===== src/rtl/serial_link_pkg.sv =====
// rtl/serial_link_pkg.sv - shared types and helpers for the serial-link credit flow control
//
// Purpose: credit-counter width helper and the link packet layout, shared by the
//          transmit and receive ends of the serial link.
// Ports:   none (package).

package serial_link_pkg;

   // Default packet field widths used where the link packet is carried as a whole word.
   localparam int LinkDataWidth   = 8;
   localparam int LinkCreditWidth = 4;

   // Bits needed to hold any credit count in 0..num_credits inclusive.
   function automatic int credit_width(input int num_credits);
      return $clog2(num_credits + 1);
   endfunction

   typedef struct packed {
      logic                       credits_only;
      logic [LinkCreditWidth-1:0] credits;
      logic [LinkDataWidth-1:0]   data;
   } link_pkt_t;

endpackage


===== src/rtl/serial_link_credit_rx_fifo.sv =====
// rtl/serial_link_credit_rx_fifo.sv - receive data queue with wrap, full/empty and occupancy
//
// Purpose: Depth-entry storage queue for received link words. Output is taken from
//          registered state only, so no input reaches data_o combinationally.
// Ports:
//   clk_i        in   1          clock
//   rst_i        in   1          asynchronous active-high reset
//   push_i       in   1          write request (ignored when full without a same-cycle pop)
//   data_i       in   DataWidth  word to write
//   pop_i        in   1          downstream ready; pops the head when valid_o is high
//   data_o       out  DataWidth  head of queue ('0 when empty)
//   valid_o      out  1          queue non-empty
//   full_o       out  1          queue holds Depth entries
//   occupancy_o  out  CntWidth   entries stored

module serial_link_credit_rx_fifo
   import serial_link_pkg::*;
#(
   parameter int DataWidth = 8,
   parameter int Depth     = 8,
   parameter int CntWidth  = credit_width(Depth)
) (
   input  logic                 clk_i,
   input  logic                 rst_i,
   input  logic                 push_i,
   input  logic [DataWidth-1:0] data_i,
   input  logic                 pop_i,
   output logic [DataWidth-1:0] data_o,
   output logic                 valid_o,
   output logic                 full_o,
   output logic [CntWidth-1:0]  occupancy_o
);

   localparam int PtrWidth = (Depth > 1) ? $clog2(Depth) : 1;
   localparam logic [PtrWidth-1:0] LastPtr = PtrWidth'(Depth - 1);
   localparam logic [CntWidth-1:0] FullCnt = CntWidth'(Depth);

   logic [DataWidth-1:0] mem [Depth];
   logic [PtrWidth-1:0]  wr_ptr_q;
   logic [PtrWidth-1:0]  rd_ptr_q;
   logic [CntWidth-1:0]  occ_q;
   logic                 do_push;
   logic                 do_pop;

   // Explicit compare so non-power-of-two depths wrap correctly.
   function automatic logic [PtrWidth-1:0] next_ptr(input logic [PtrWidth-1:0] ptr);
      return (ptr == LastPtr) ? '0 : ptr + PtrWidth'(1);
   endfunction

   assign valid_o     = (occ_q != '0);
   assign full_o      = (occ_q == FullCnt);
   assign occupancy_o = occ_q;
   assign do_pop      = valid_o & pop_i;
   // A pop in the same cycle frees the slot, so a full queue still accepts the push.
   assign do_push     = push_i & (~full_o | do_pop);
   assign data_o      = valid_o ? mem[rd_ptr_q] : '0;

   always_ff @(posedge clk_i) begin
      if (do_push) begin
         mem[wr_ptr_q] <= data_i;
      end
   end

   always_ff @(posedge clk_i or posedge rst_i) begin
      if (rst_i) begin
         wr_ptr_q <= '0;
         rd_ptr_q <= '0;
         occ_q    <= '0;
      end else begin
         if (do_push) begin
            wr_ptr_q <= next_ptr(wr_ptr_q);
         end
         if (do_pop) begin
            rd_ptr_q <= next_ptr(rd_ptr_q);
         end
         if (do_push && !do_pop) begin
            occ_q <= occ_q + CntWidth'(1);
         end else if (!do_push && do_pop) begin
            occ_q <= occ_q - CntWidth'(1);
         end
      end
   end

endmodule


===== src/rtl/serial_link_credit_receiver.sv =====
// rtl/serial_link_credit_receiver.sv - receive end of the serial-link credit flow control
//
// Purpose: accepts link packets, forwards piggybacked credits to the local credit
//          synchronizer, queues payload words, and reports each downstream consumption
//          as a credit-release pulse.
// Ports:
//   clk_i                in   1          clock
//   rst_i                in   1          asynchronous active-high reset
//   recv_valid_i         in   1          link packet valid
//   recv_ready_o         out  1          link ready (1 whenever out of reset)
//   recv_data_i          in   DataWidth  packet payload
//   recv_credits_i       in   credit_t   credits returned by the peer
//   recv_credits_only_i  in   1          packet carries credits only
//   credits_received_o   out  credit_t   credits to add to the local available counter
//   receive_cred_o       out  1          one-cycle qualifier for credits_received_o
//   data_o               out  DataWidth  head of receive queue
//   valid_o              out  1          queue non-empty
//   ready_i              in   1          downstream consumes head
//   cred_release_o       out  1          one credit freed (valid_o & ready_i)
//   occupancy_o          out  credit_t   entries stored
//   overflow_o           out  1          sticky: push into full queue without a pop

module serial_link_credit_receiver
   import serial_link_pkg::*;
#(
   parameter type data_t     = logic,
   parameter int  DataWidth  = $bits(data_t),
   parameter type credit_t   = logic [3:0],
   parameter int  NumCredits = 8
) (
   input  logic                 clk_i,
   input  logic                 rst_i,
   input  logic                 recv_valid_i,
   output logic                 recv_ready_o,
   input  logic [DataWidth-1:0] recv_data_i,
   input  credit_t              recv_credits_i,
   input  logic                 recv_credits_only_i,
   output credit_t              credits_received_o,
   output logic                 receive_cred_o,
   output logic [DataWidth-1:0] data_o,
   output logic                 valid_o,
   input  logic                 ready_i,
   output logic                 cred_release_o,
   output credit_t              occupancy_o,
   output logic                 overflow_o
);

   localparam int CntWidth = credit_width(NumCredits);

   if (NumCredits < 2) begin : g_bad_depth
      $error("serial_link_credit_receiver: NumCredits must be >= 2");
   end
   if ($bits(credit_t) < CntWidth) begin : g_bad_credit_t
      $error("serial_link_credit_receiver: credit_t cannot hold 0..NumCredits");
   end

   logic                hs;
   logic                push;
   logic                full;
   logic [CntWidth-1:0] occ_cnt;

   // The peer only sends what it holds credits for, so the link never needs to stall.
   assign recv_ready_o   = ~rst_i;
   assign hs             = recv_valid_i & recv_ready_o;
   assign push           = hs & ~recv_credits_only_i;
   assign cred_release_o = valid_o & ready_i;
   assign occupancy_o    = credit_t'(occ_cnt);

   serial_link_credit_rx_fifo #(
      .DataWidth (DataWidth),
      .Depth     (NumCredits),
      .CntWidth  (CntWidth)
   ) u_rx_fifo (
      .clk_i       (clk_i),
      .rst_i       (rst_i),
      .push_i      (push),
      .data_i      (recv_data_i),
      .pop_i       (ready_i),
      .data_o      (data_o),
      .valid_o     (valid_o),
      .full_o      (full),
      .occupancy_o (occ_cnt)
   );

   // Every accepted packet pulses, even with zero credits, so the local unit sees each packet.
   always_ff @(posedge clk_i or posedge rst_i) begin
      if (rst_i) begin
         receive_cred_o     <= 1'b0;
         credits_received_o <= '0;
         overflow_o         <= 1'b0;
      end else begin
         receive_cred_o <= hs;
         if (hs) begin
            credits_received_o <= recv_credits_i;
         end
         if (push && full && !cred_release_o) begin
            overflow_o <= 1'b1;
         end
      end
   end

   a_occ_bound: assert property (@(posedge clk_i) disable iff (rst_i)
      occ_cnt <= CntWidth'(NumCredits));

   a_credits_known: assert property (@(posedge clk_i) disable iff (rst_i)
      recv_valid_i |-> !$isunknown(recv_credits_i));

   c_overflow_rise: cover property (@(posedge clk_i) disable iff (rst_i)
      $rose(overflow_o));

endmodule

===== config.mk =====
export PLATFORM = sky130hd
export DESIGN_NAME = serial_link_credit_receiver
export DESIGN_NICKNAME = d
export VERILOG_FILES = /design/src/rtl/serial_link_pkg.sv /design/src/rtl/serial_link_credit_rx_fifo.sv /design/src/rtl/serial_link_credit_receiver.sv
export SDC_FILE = /design/constraint.sdc
export NUM_CORES = 1
export LEC_CHECK = 0
export ABC_AREA = 1
export ABC_CLOCK_PERIOD_IN_PS = 1800
export BUFFER_PORTS_ARGS = -buffer_cell sky130_fd_sc_hd__buf_2
export CORE_ASPECT_RATIO = 1.1
export CORE_UTILIZATION = 38
export DETAILED_ROUTE_END_ITERATION = 8
export HOLD_SLACK_MARGIN = 0.08
export PLACE_DENSITY = 0.56
export SLEW_MARGIN = 20
export SYNTH_ARGS = -nofsm -noshare
export SYNTH_HDL_FRONTEND = slang
export SYNTH_HIERARCHICAL = 1
export SYNTH_SLANG_ARGS = --single-unit

===== constraint.sdc =====
create_clock -name clk_i -period 1.8 [get_ports clk_i]
set_input_delay 0 -clock clk_i [delete_from_list [all_inputs] [get_ports clk_i]]
set_output_delay 0 -clock clk_i [all_outputs]
set_load 0.01 [all_outputs]

Yosys cells after proc, flatten, opt, wreduce, memory -nomap -nowiden
Memory sizes are Yosys's and may differ from the RTL's. Index checks and enable logic that the tools add are counted.

Muxes and demuxes: 7. $add $sub $neg: 4. Reductions and logical operators: 8. Bitwise gates (word level): 8. Equal/unequal tests: 3.

Operators by type and width (number): 2-to-1 mux 4 bit (2); adder 3 x 1 -> 3 bit (second input constant) (2); == test 3 bit (second input constant) (2); 2-to-1 mux 3 bit (2); adder 4 x 1 -> 4 bit (second input constant) (1); AND 1 bit (4); == test 4 bit (second input constant) (1); logical AND 1 bit (4); nonzero test 4 bit (1); subtractor 4 x 1 -> 4 bit (second input constant) (1); 2-to-1 mux 1 bit (3); inverter 1 bit (3); zero test 1 bit (2); nonzero test 2 bit (1); OR 1 bit (1).

Bits of input ports: 10. RAM bits: 8. Memories: 1. Logic and storage cells: 37. Flip-flop bits (word level): 16. Output and inout port bits: 14.

Memories: u_rx_fifo.mem (words 8, width 1, rd ports 1, clocked after memory_dff 0, wr ports 1, line serial_link_credit_rx_fifo.sv:38) `logic [DataWidth-1:0] mem [Depth];`.

Depth between registers and ports, before layout
Gate-level depths: netlist of the first run.

Word-level depth: 8. Mapped depth: 14. Mapped depth without buffers: 14.

By module
Netlist of the first run, hierarchy kept.

By module, submodules not included: serial_link_credit_rx_fifo (times used 1, area each 1057.3 sq um, seq. area each 490.5 sq um, cells an instance 120); serial_link_credit_receiver (times used 1, area each 261.5 sq um, seq. area each 150.1 sq um, cells an instance 29).

Least setup slack after synthesis of the first run
No wires, ideal clock.

Kind: register -> register. Start point: reg u_rx_fifo.occ_q[0], in the netlist u_rx_fifo/occupancy_o[0]. End point: reg u_rx_fifo.occ_q[3], in the netlist u_rx_fifo/occupancy_o[3]. Path buffers: 0. Period minus slack after synthesis: 2.074 ns. Path slack: -0.274 ns. Library setup time: 0.118 ns. Data required time: 1.682 ns. Data arrival time: 1.957 ns. Stages on the path, launching flop included: 13. Path through: dfrtp_1 -> nor2_2 -> nand3_2 -> nand2_4 -> ha_1 -> inv_1 -> ha_1 -> nand2_1 -> nand2_1 -> nor2_1 -> nand2_1 -> nand3b_1 -> nand2_1.

Word-level cells in the longest chain between the ends: 7. Elaborated cells on any way between the ends: 15. Those cells by class: 2 x add/sub; 1 x eq/ne; 2 x mux; 4 x bitwise; 6 x reduce/logical.

RTL lines: start, declared (line serial_link_credit_rx_fifo.sv:41) `logic [CntWidth-1:0] occ_q;`; start signal, assigned (line serial_link_credit_rx_fifo.sv:77) `occ_q <= occ_q + CntWidth'(1);`; start signal, assigned (line serial_link_credit_rx_fifo.sv:79) `occ_q <= occ_q - CntWidth'(1);`; nonzero test 4 bit (*) (line serial_link_credit_rx_fifo.sv:50) `assign valid_o = (occ_q != '0);`; named net valid_o (line serial_link_credit_receiver.sv:41) `output logic valid_o,`; AND 1 bit (*) (line serial_link_credit_rx_fifo.sv:53) `assign do_pop = valid_o & pop_i;`; OR 1 bit (line serial_link_credit_rx_fifo.sv:55) `assign do_push = push_i & (~full_o | do_pop);`; AND 1 bit (line serial_link_credit_rx_fifo.sv:55); zero test 1 bit (line serial_link_credit_rx_fifo.sv:78) `end else if (!do_push && do_pop) begin`; logical AND 1 bit (line serial_link_credit_rx_fifo.sv:78); nonzero test 2 bit (no line).

The timed path passes the listed nets; every way through them passes the cells marked *. The select of a mux whose other input is x is not followed. A chain may end at the register's enable or synchronous reset.

Final worst setup path of the first run
Start point: reg u_rx_fifo.occ_q[0], in the netlist u_rx_fifo/occupancy_o[0]. End point: reg u_rx_fifo.occ_q[1], in the netlist u_rx_fifo/occupancy_o[1].

Word-level cells in the longest chain between the ends: 7. Elaborated cells on any way between the ends: 15. Those cells by class: 2 x add/sub; 1 x eq/ne; 2 x mux; 4 x bitwise; 6 x reduce/logical.

RTL lines: nonzero test 4 bit / == test 4 bit (equally long branches) (line serial_link_credit_rx_fifo.sv:50, serial_link_credit_rx_fifo.sv:51); AND 1 bit / inverter 1 bit (equally long branches) (line serial_link_credit_rx_fifo.sv:53, serial_link_credit_rx_fifo.sv:55); OR 1 bit (*) (line serial_link_credit_rx_fifo.sv:55); AND 1 bit (*) (line serial_link_credit_rx_fifo.sv:55); named net u_rx_fifo.do_push (line serial_link_credit_rx_fifo.sv:42) `logic do_push;`; zero test 1 bit (line serial_link_credit_rx_fifo.sv:78); logical AND 1 bit (line serial_link_credit_rx_fifo.sv:78); nonzero test 2 bit (no line).

Marks and branches as above.

==> run metrics, run 1 <==
worst clock skew 0.000792 ns; antenna viol nets, final 0; endpoint class of the critical path flip-flop; worst path required time 2.00 ns; GRT Overall Usage 16.3%; largest net degree at the start of global routing 14; Synth Instances 149; Final Cycle Share 101%; vias per cell 4.32; TritonCTS clock tree built; PnR worst setup slack -0.0178 ns; Final Power 2.23 mW; GPL Wtd Cong 0.736; fin. max-slew vios 0; TNS Setup -0.0178 ns; leak pwr 0.889 nW; Setup-failing EPs final 1; ys async rst share 66.7%; CORE AREA 3330 sq um; # fillers 336; min Tclk post-route 1.82 ns; Multi-input gate area 616 sq um; Critical R2R Launch u_rx_fifo/occupancy_o[0]$_DFFE_PP0P_; DRC 0; Ant. Diodes 0; Top Ports 24; number of global-route vias before repair 1078; setup bufs post-CTS 0; Least-Margin Pin Slew 0.442 ns; Post-synth EDFFs 8; crit-path max FO 3; clk sinks 24; PortBufs 23; Startpoint Class flip-flop; DP Wirelength 1890 um; status complete, but fails checks; Post-layout nets 218; Max clock buf depth 2; clk_lat worst skew 0.30 ns; Non-Filler Instances 247; die area 3710 sq um; slew margin rel. 70.5%; Post-Syn Area per Cell 8.85 sq um; CTS buffer count 3; Worst Reg-to-Reg Cells 8; Final Hold Viols 0; die span in y 63.8 um; GRT Residual Overflow 0; sequential area share after synthesis 48.6%; Routed wire per std cell 10.4 um; worst path arrival time 2.02 ns; Placed Instances 229; Starting Density 39.6%; Synth Flop Type dfrtp_1; Initial DRC Count 33; most frequent cells in the layout nand2_1, buf_2, inv_1; initial antenna violation count 0; layout cells sized above 1 29.1%; clock root cell clkbuf_4; first-pass GRT wire length 4600 um; failing checks negative setup slack; max_cap viols 0; flops & latches, synth 24; Worst Setup Path Type reg2reg; Fmax achieved 550 MHz; Layout area overhead 34.9%; Critical Path Start u_rx_fifo/occupancy_o[0]$_DFFE_PP0P_; unique cell type count in the Yosys netlist 26; Tightest Hold Check Type in2async; VDD IR-drop max 763 uV; RSZ-0062 raised after global routing yes; leading cell type in the layout, fill and taps excluded nand2_1; row cnt 22; Reg clk slew, reported paths 0.12 ns; Synth Warn # 6; Pre-antenna DRT Iters 2; drt total wl 2570 um; FF/Latch Area 643 sq um; Power Density 1250 nW/um^2; hold_ws 0.248 ns; cell area after synthesis 1320 sq um; total vias in the final route 1067; Die Width 58.2 um; H-tree depth 1; Post-Syn Nets 167
## synth_stat cells (all sizes together) (3+ instances only)
cell type | number | area (sq um)
dfrtp | 16 | 400
nand2 | 49 | 214
o21ai | 3 | 15.0
xnor2 | 3 | 26.3
edfxtp | 8 | 240
nand3 | 9 | 50.1
a21oi | 3 | 18.8
ha | 7 | 87.6
inv | 27 | 101
nor2 | 9 | 43.8
nor3 | 8 | 40.0
## power by group
part	switching, mW	leakage (nW)	internal, mW	total [mW]
logic	0.607	0.612	0.544	1.15
clock network	0.148	0.0150	0.0863	0.234
registers	0.149	0.262	0.699	0.848
## sequential cells by signal, indices dropped and copies added, names as in the netlist
name                   cells
u_rx_fifo/wr_ptr_q         3
overflow_o                 1
u_rx_fifo/rd_ptr_q         3
credits_received_o         4
u_rx_fifo/occupancy_o      4
u_rx_fifo/mem              8
receive_cred_o             1
## worst paths after layout
kind                                                         to  slack, ns
hold reg to reg                          overflow_o$_DFFE_PP0P_       0.49
hold / removal                credits_received_o[0]$_DFFE_PP0P_       0.25
setup reg to reg           u_rx_fifo/occupancy_o[1]$_DFFE_PP0P_      -0.02
min in group clk_i                   u_rx_fifo/mem[2]$_DFFE_PP_       0.48
max in group asynchronous  u_rx_fifo/occupancy_o[1]$_DFFE_PP0P_       1.21
setup / recovery           u_rx_fifo/occupancy_o[1]$_DFFE_PP0P_      -0.02
## worst max-delay path: stages, from the launching register on
cell and delay (ns):
dfrtp_2 0.44, nor2_4 0.16, nand4_4 0.10, nand2_4 0.07, inv_2 0.04, ha_4 0.16, inv_4 0.07, fa_1 0.40
mux2_2 0.27
## per-stage QoR
step	setup WS, ns	area [sq um]	utilization (%)
after floorplan	-0.0756	1350	-
after global placement	0.0190	1580	47.6
after detailed placement	-0.0386	1580	47.6
after CTS	-0.0358	1750	52.6
after global routing	-0.0987	1780	53.4
final	-0.0178	1780	53.4
## layer usage
metal	wire (um)	up-vias	GRT usage, %
met4	29	0	6.25
met2	1370	10	28.4
met5	0	-	0
met3	35	2	2.43
li1	-	570	-
met1	1130	485	19.8
## repair_timing
action,CTS,global route
hold endpoints to repair,32,0
resized for setup,0,6
endpoints found under the setup margin,2,3
pin swaps,3,0
hold buffers,14,0
cloned,0,0
## final cells by class
class	count	share of cell area [%]
clock buffers	4	1.48
flip-flops and latches	24	36.1
inverters	27	5.84
well taps	48	3.38
repair buffers	47	18.6
multi-input cells	97	34.6
## kinds of logic (layout without fill, tap and decap cells)
group                    count (synthesis)  after routing  synth area share (%)
AND/OR/NAND/NOR                         78             78                  28.4
multiplexers                             1              1                 0.854
buffers and inverters                   28             78                  8.82
AO/OA/AOI/OAI                            6              6                  2.56
XOR/XNOR                                 4              4                  2.66
flip-flops                              24             24                  48.6
adder cells (fa/ha/maj)                  8              8                  8.16
Power figures use the tool's default switching activity.
==> run 2: changes to the inputs <==
--- a/config.mk
+++ b/config.mk
@@ -9,10 +9,11 @@
 export ABC_CLOCK_PERIOD_IN_PS = 1800
 export BUFFER_PORTS_ARGS = -buffer_cell sky130_fd_sc_hd__buf_2
 export CORE_ASPECT_RATIO = 1.1
-export CORE_UTILIZATION = 38
+export CORE_UTILIZATION = 49
 export DETAILED_ROUTE_END_ITERATION = 8
 export HOLD_SLACK_MARGIN = 0.08
-export PLACE_DENSITY = 0.56
+export PLACE_DENSITY = 0.7
+export SKIP_LAST_GASP = 1
 export SLEW_MARGIN = 20
 export SYNTH_ARGS = -nofsm -noshare
 export SYNTH_HDL_FRONTEND = slang
==> run 2 against run 1 <==
Hold slack got worse by 0.024 ns. Via count up 9.1%. Sequential share of layout area down 0.13 points. Clock power rose by 24%. Critical endpoint unchanged. The run still ends with negative setup slack left. Count of clock-buffer cells in the layout is the same. Routed wire length rose by 13%. Global-route usage rose by 5.4 points.
==> run metrics, run 2 (synthesis gave the netlist of run 1 again) <==
Max clock buf depth 2 (unchanged); Post-layout nets 218 (unchanged); drt total wl 2900 um (+13%); worst slack, placed -0.0557 ns (-0.0170 ns); Final Util 70.9% (+17 points); Final Hold Viols 0 (unchanged); min Tclk post-route 1.86 ns (+0.0439 ns); DP Wirelength 1970 um (+4.2%); clk_lat worst skew 0.32 ns (+0.02 ns); Setup-failing EPs final 1 (unchanged); most frequent cells in the layout nand2_1, inv_1, buf_2; largest reg by FF count u_rx_fifo/mem; H-tree depth 1 (unchanged); worst clock skew 0.00912 ns (+0.00833 ns); RSZ-0062 raised after global routing yes; failing checks negative setup slack; VDD IR-drop max 1110 uV (+45%); total vias in the final route 1164 (+9.1%); Power Density 1320 nW/um^2 (+5.2%); flop2flop setup slack -0.06 ns (-0.04 ns); number of flip-flops in the largest register 8 (unchanged); critical-path cell list nor2_4 -> nand4_4 -> nand2_4 -> inv_4 -> ha_4 -> inv_6 -> fa_1 -> mux2_2; largest net degree at the start of global routing 14 (unchanged); leading cell type in the layout, fill and taps excluded nand2_1; CP delay by family, top adder cells; row cnt 19 (-14%); Fmax achieved 537 MHz (-2.4%); endpoint class of the critical path flip-flop; Starting Density 52.3% (+13 points); hold_ws 0.224 ns (-0.0237 ns); clock root cell clkbuf_4; final instance area 1790 sq um (+0.35%); first-pass GRT wire length 4770 um (+3.7%); initial antenna violation count 0 (unchanged); Initial DRC Count 24 (-27%); number of global-route vias before repair 1145 (+6.2%); PnR worst setup slack -0.0617 ns (-0.0439 ns); Final Power 2.36 mW (+5.6%); max_cap viols 0 (unchanged); vias per cell 5.06 (+17%); worst path arrival time 2.08 ns (+0.06 ns); layout cells sized above 1 30.7% (+1.5 points); crit-path max FO 3 (unchanged); Area after DPL 1560 sq um (-1.8%); leak pwr 0.889 nW (about the same); Layout area overhead 35.4%; die span in y 56.4 um (-12%); Tightest Hold Check Type in2async; Reg clk slew, reported paths 0.14 ns (+0.02 ns); Ant. Diodes 0 (unchanged); Slowest-stage cell, CP dfrtp_2; Routed wire per std cell 12.6 um (+21%); Die Width 51.5 um (-12%); Final Cycle Share 103% (+2.4 points); CTS buffer count 3 (unchanged); PortBufs 23 (unchanged); TritonCTS clock tree built; clk sinks 24 (unchanged); fin. max-slew vios 0 (unchanged); GRT Overall Usage 21.7% (+5.4 points); status complete, but fails checks; Top Ports 24 (unchanged); slew margin rel. 69.6% (-0.83 points); Pre-antenna DRT Iters 4 (+2); Least-Margin Pin Slew 0.455 ns (+0.0125 ns); Startpoint Class flip-flop; CP max stage delay 0.45 ns (about the same); DRC 0 (unchanged); die area 2900 sq um (-22%); CP bufs+invs 2 (unchanged); antenna viol nets, final 0 (unchanged); CORE AREA 2520 sq um (-24%); GPL Wtd Cong 0.821 (+12%); GRT Residual Overflow 0 (unchanged); Worst Setup Path Type reg2reg; worst path required time 2.02 ns (+0.02 ns)
[run 2: area by class of cell]
| type | count | area, sq um |
|---|---|---|
| Fill cell | 180 | 734 |
| Sequential cell | 24 | 643 |
| Multi-Input combinational cell | 97 | 631 |
| Timing Repair Buffer | 47 | 328 |
| Inverter | 27 | 109 |
| Tap cell | 31 | 38.8 |
| Clock buffer | 4 | 36.3 |
[run 2: metal layers]
| metal | global-route usage (%) | wire length (um) | up-vias |
|---|---|---|---|
| met5 | 0 | 0 | - |
| met4 | 6.18 | 61 | 0 |
| met3 | 2.71 | 101 | 6 |
| met2 | 41.6 | 1600 | 37 |
| met1 | 24.1 | 1140 | 547 |
| li1 | - | - | 574 |
[run 2: stage by stage]
stage	setup TNS, ns	cells
after floorplan	-0.132	149
after global placement	0	211
after detailed placement	-0.0885	211
after CTS	-0.0382	228
after global routing	-0.250	230
final	-0.0617	230
[run 2: worst paths after layout]
path / depth (start not counted) / end / from
max: 8 / u_rx_fifo/occupancy_o[1]$_DFFE_PP0P_ / u_rx_fifo/occupancy_o[1]$_DFFE_PP0P_
min: 4 / credits_received_o[2]$_DFFE_PP0P_ / rst_i
max reg2reg: 8 / u_rx_fifo/occupancy_o[1]$_DFFE_PP0P_ / u_rx_fifo/occupancy_o[1]$_DFFE_PP0P_
min reg2reg: 2 / credits_received_o[1]$_DFFE_PP0P_ / credits_received_o[1]$_DFFE_PP0P_
max in group asynchronous: 3 / u_rx_fifo/occupancy_o[0]$_DFFE_PP0P_ / rst_i
min in group clk_i: 5 / overflow_o$_DFFE_PP0P_ / recv_credits_only_i
[run 2: power breakdown]
part | switching, mW | total (mW) | internal, mW
clock network | 0.166 | 0.290 | 0.124
registers | 0.150 | 0.849 | 0.699
logic | 0.656 | 1.22 | 0.563
total | 0.972 | 2.36 | 1.38
[run 2: worst register-to-register path, delay by kind of cell (launching register included)]
| family | cells | cell delay (ns) |
|---|---|---|
| adders and majority gates | 2 | 0.58 |
| DFF | 1 | 0.45 |
| and+or+nand+nor | 3 | 0.36 |
| muxes | 1 | 0.27 |
| buffers and inverters | 2 | 0.11 |
[run 2: what timing repair did]
| item | CTS | global route |
|---|---|---|
| pin swaps | 3 | 10 |
| buffers inserted | 0 | 2 |
| hold buffers | 13 | 0 |
| gates resized for setup | 2 | 6 |
| hold endpoints to repair | 32 | 0 |
| setup endpoints to repair | 2 | 2 |
==> run 3: changes to the inputs <==
--- a/config.mk
+++ b/config.mk
@@ -13,9 +13,11 @@
 export DETAILED_ROUTE_END_ITERATION = 8
 export HOLD_SLACK_MARGIN = 0.08
 export PLACE_DENSITY = 0.7
+export REMOVE_ABC_BUFFERS = 1
 export SKIP_LAST_GASP = 1
 export SLEW_MARGIN = 20
 export SYNTH_ARGS = -nofsm -noshare
 export SYNTH_HDL_FRONTEND = slang
 export SYNTH_HIERARCHICAL = 1
 export SYNTH_SLANG_ARGS = --single-unit
+export TNS_END_PERCENT = 5
==> run 3 against run 2 <==
The run still ends with negative setup slack left. Count of clock-buffer cells in the layout shrank 1. Global-route usage grew 0.70 points. Maximum frequency rose by 0.94%. Core utilization about the same. Register-to-register slack improved by 0.02 ns. Non-clock buffer count grew 5. Largest cell class unchanged. Largest power group unchanged.
==> run metrics, run 3 (synthesis gave the netlist of run 1 again) <==
crit-path max FO 3 (unchanged); status complete, but fails checks; Placed Instances 214 (+1.4%); hold_ws 0.220 ns (-0.00440 ns); initial antenna violation count 0 (unchanged); worst clock skew 0.00258 ns (-0.00654 ns); number of global-route vias before repair 1179 (+3.0%); Sw Pwr 0.952 mW (-2.1%); Die Width 51.5 um (unchanged); GPL Wtd Cong 0.804 (-2.2%); Comb pwr share 52.6% (+0.9 points); largest net degree at the start of global routing 14 (unchanged); clk sinks 24 (unchanged); most frequent cells in the layout nand2_1, inv_1, buf_2; CP max stage delay 0.43 ns (-0.02 ns); Post-layout nets 223 (+2.3%); CTS buffer count 3 (unchanged); first-pass GRT wire length 4910 um (+2.9%); TritonCTS clock tree built; drt total wl 2870 um (-0.90%); critical-path cell list nor2_4 -> nand4_4 -> nand2_4 -> inv_4 -> ha_4 -> inv_4 -> fa_1 -> mux2_4; leak pwr 0.910 nW (+2.4%); vias per cell 4.88 (-3.6%); crit-path most repeated cell inv_4; antenna viol nets, final 0 (unchanged); Tightest Hold Check Type in2async; die area 2900 sq um (unchanged); PortBufs 23 (unchanged); switching part of the total 41.5% (+0.27 points); total vias in the final route 1147 (-1.5%); Power Density 1290 nW/um^2 (-2.7%); DRC 0 (unchanged); sequential power share 36.9% (+0.9 points); Reg clk slew, reported paths 0.13 ns (about the same); max_cap viols 0 (unchanged); CP bufs+invs 2 (unchanged); slew margin rel. 68.4% (-1.2 points); Pre-antenna DRT Iters 4 (unchanged); Routed wire per std cell 12.2 um (-3.0%); row cnt 19 (unchanged); Layout area overhead 35.3% (about the same); RSZ-0062 raised after global routing yes; Starting Density 52.3% (unchanged); Initial DRC Count 15 (-38%); number of flip-flops in the largest register 8 (unchanged); largest reg by FF count u_rx_fifo/mem; worst path arrival time 2.06 ns (-0.02 ns); Startpoint Class flip-flop; CORE AREA 2520 sq um (unchanged); Ant. Diodes 0 (unchanged); min Tclk post-route 1.84 ns (-0.0174 ns); cell-internal power 1.34 mW (-3.2%); CP delay by family, top adder cells; Slowest-stage cell, CP dfrtp_1; max layer used met4; met1 WL 1180 um (+3.8%); WL met3 113 um (+12%); Least-Margin Pin Slew 0.474 ns (+0.0187 ns); endpoint class of the critical path flip-flop; layout cells sized above 1 28.9% (-1.7 points); clock root cell clkbuf_4; clk_lat worst skew 0.31 ns (about the same); GRT Residual Overflow 0 (unchanged); failing checks negative setup slack; fin. max-slew vios 0 (unchanged); die span in y 56.4 um (unchanged); H-tree depth 1 (unchanged); Top Ports 24 (unchanged); worst path required time 2.01 ns (about the same); leading cell type in the layout, fill and taps excluded nand2_1; VDD IR-drop max 828 uV (-25%); Non-Filler Instances 235 (+2.2%); worst slack, placed -0.0956 ns (-0.0400 ns); DP Wirelength 1910 um (-3.0%); Final Hold Viols 0 (unchanged); Final Util 70.8% (about the same); PnR worst setup slack -0.0443 ns (+0.0174 ns); Max clock buf depth 2 (unchanged); Final Cycle Share 102% (-0.97 points); GRT Overall Usage 22.4% (+0.70 points); Fmax achieved 542 MHz (+0.94%); power share of the clock group 10.5% (-1.8 points); Worst Setup Path Type reg2reg; Setup-failing EPs final 1 (unchanged); metal2 WL 1560 um (-2.7%)
## run 3: changes by cell type in the layout (fill, tap and decap cells not counted), moves of 2 or more
| cell | previous run | this run |
|---|---|---|
| buf_4 | 11 | 15 |
| nand2_1 | 41 | 43 |
| dfrtp_1 | 14 | 16 |
| dfrtp_2 | 2 | 0 |
## run 3: final timing paths
kind                                                             end  slack (ns)  depth (start not counted)                                  from
min in group clk_i                            overflow_o$_DFFE_PP0P_        0.49                          2                overflow_o$_DFFE_PP0P_
max in group asynchronous          u_rx_fifo/rd_ptr_q[1]$_DFFE_PP0P_        1.24                          3                                 rst_i
worst max-delay path            u_rx_fifo/occupancy_o[1]$_DFFE_PP0P_       -0.04                          8  u_rx_fifo/occupancy_o[0]$_DFFE_PP0P_
worst min register to register                overflow_o$_DFFE_PP0P_        0.49                          2                overflow_o$_DFFE_PP0P_
worst min-delay path               credits_received_o[0]$_DFFE_PP0P_        0.22                          4                                 rst_i
worst max register to register  u_rx_fifo/occupancy_o[1]$_DFFE_PP0P_       -0.04                          8  u_rx_fifo/occupancy_o[0]$_DFFE_PP0P_
## run 3: stage by stage
step           TNS, ns  power [mW]  area (sq um)
2_1_floorplan   -0.713        1.51          1300
3_3_place_gp   -0.0715        1.85          1550
3_5_place_dp    -0.251        1.90          1550
4_1_cts        -0.0556        2.22          1750
5_1_grt         -0.203        2.49          1780
6_report       -0.0443        2.29          1780
## run 3: layout make-up
cell class | instances | area [sq um]
clock inverter | 1 | 3.75
multi-input combinational | 97 | 604
inverter | 27 | 106
fill | 208 | 736
tap | 31 | 38.8
clock buffer | 3 | 22.5
sequential | 24 | 641
timing repair buffer | 52 | 368
## run 3: metal layers
metal,vias up,track usage [%]
met1,523,26.1
li1,578,-
met5,-,0
met4,0,6.56
met2,40,41.2
met3,6,3.25
## run 3: what timing repair did
item | in CTS | in global routing
hold buffers | 14 | 0
endpoints found under the hold margin | 31 | 0
endpoints found under the setup margin | 3 | 3
resized for setup | 7 | 3
pin swaps | 4 | 4
cloned | 0 | 0
setup buffers | 2 | 1
## run 3: power groups by stage
stage	Clock [mW]	Combinational, mW	Sequential, mW
finish	0.242	1.21	0.845
global route	0.272	1.35	0.864
CTS	0.251	1.14	0.831
detailed placement	0	1.06	0.842
global placement	0	1.01	0.835
floorplan	0	0.626	0.886
## run 3: worst register-to-register path, cell delays in order, from the launching register on
cell,delay (ns)
dfrtp_1,0.43
nor2_4,0.16
nand4_4,0.09
nand2_4,0.09
inv_4,0.04
ha_4,0.16
inv_4,0.07
fa_1,0.43
mux2_4,0.28
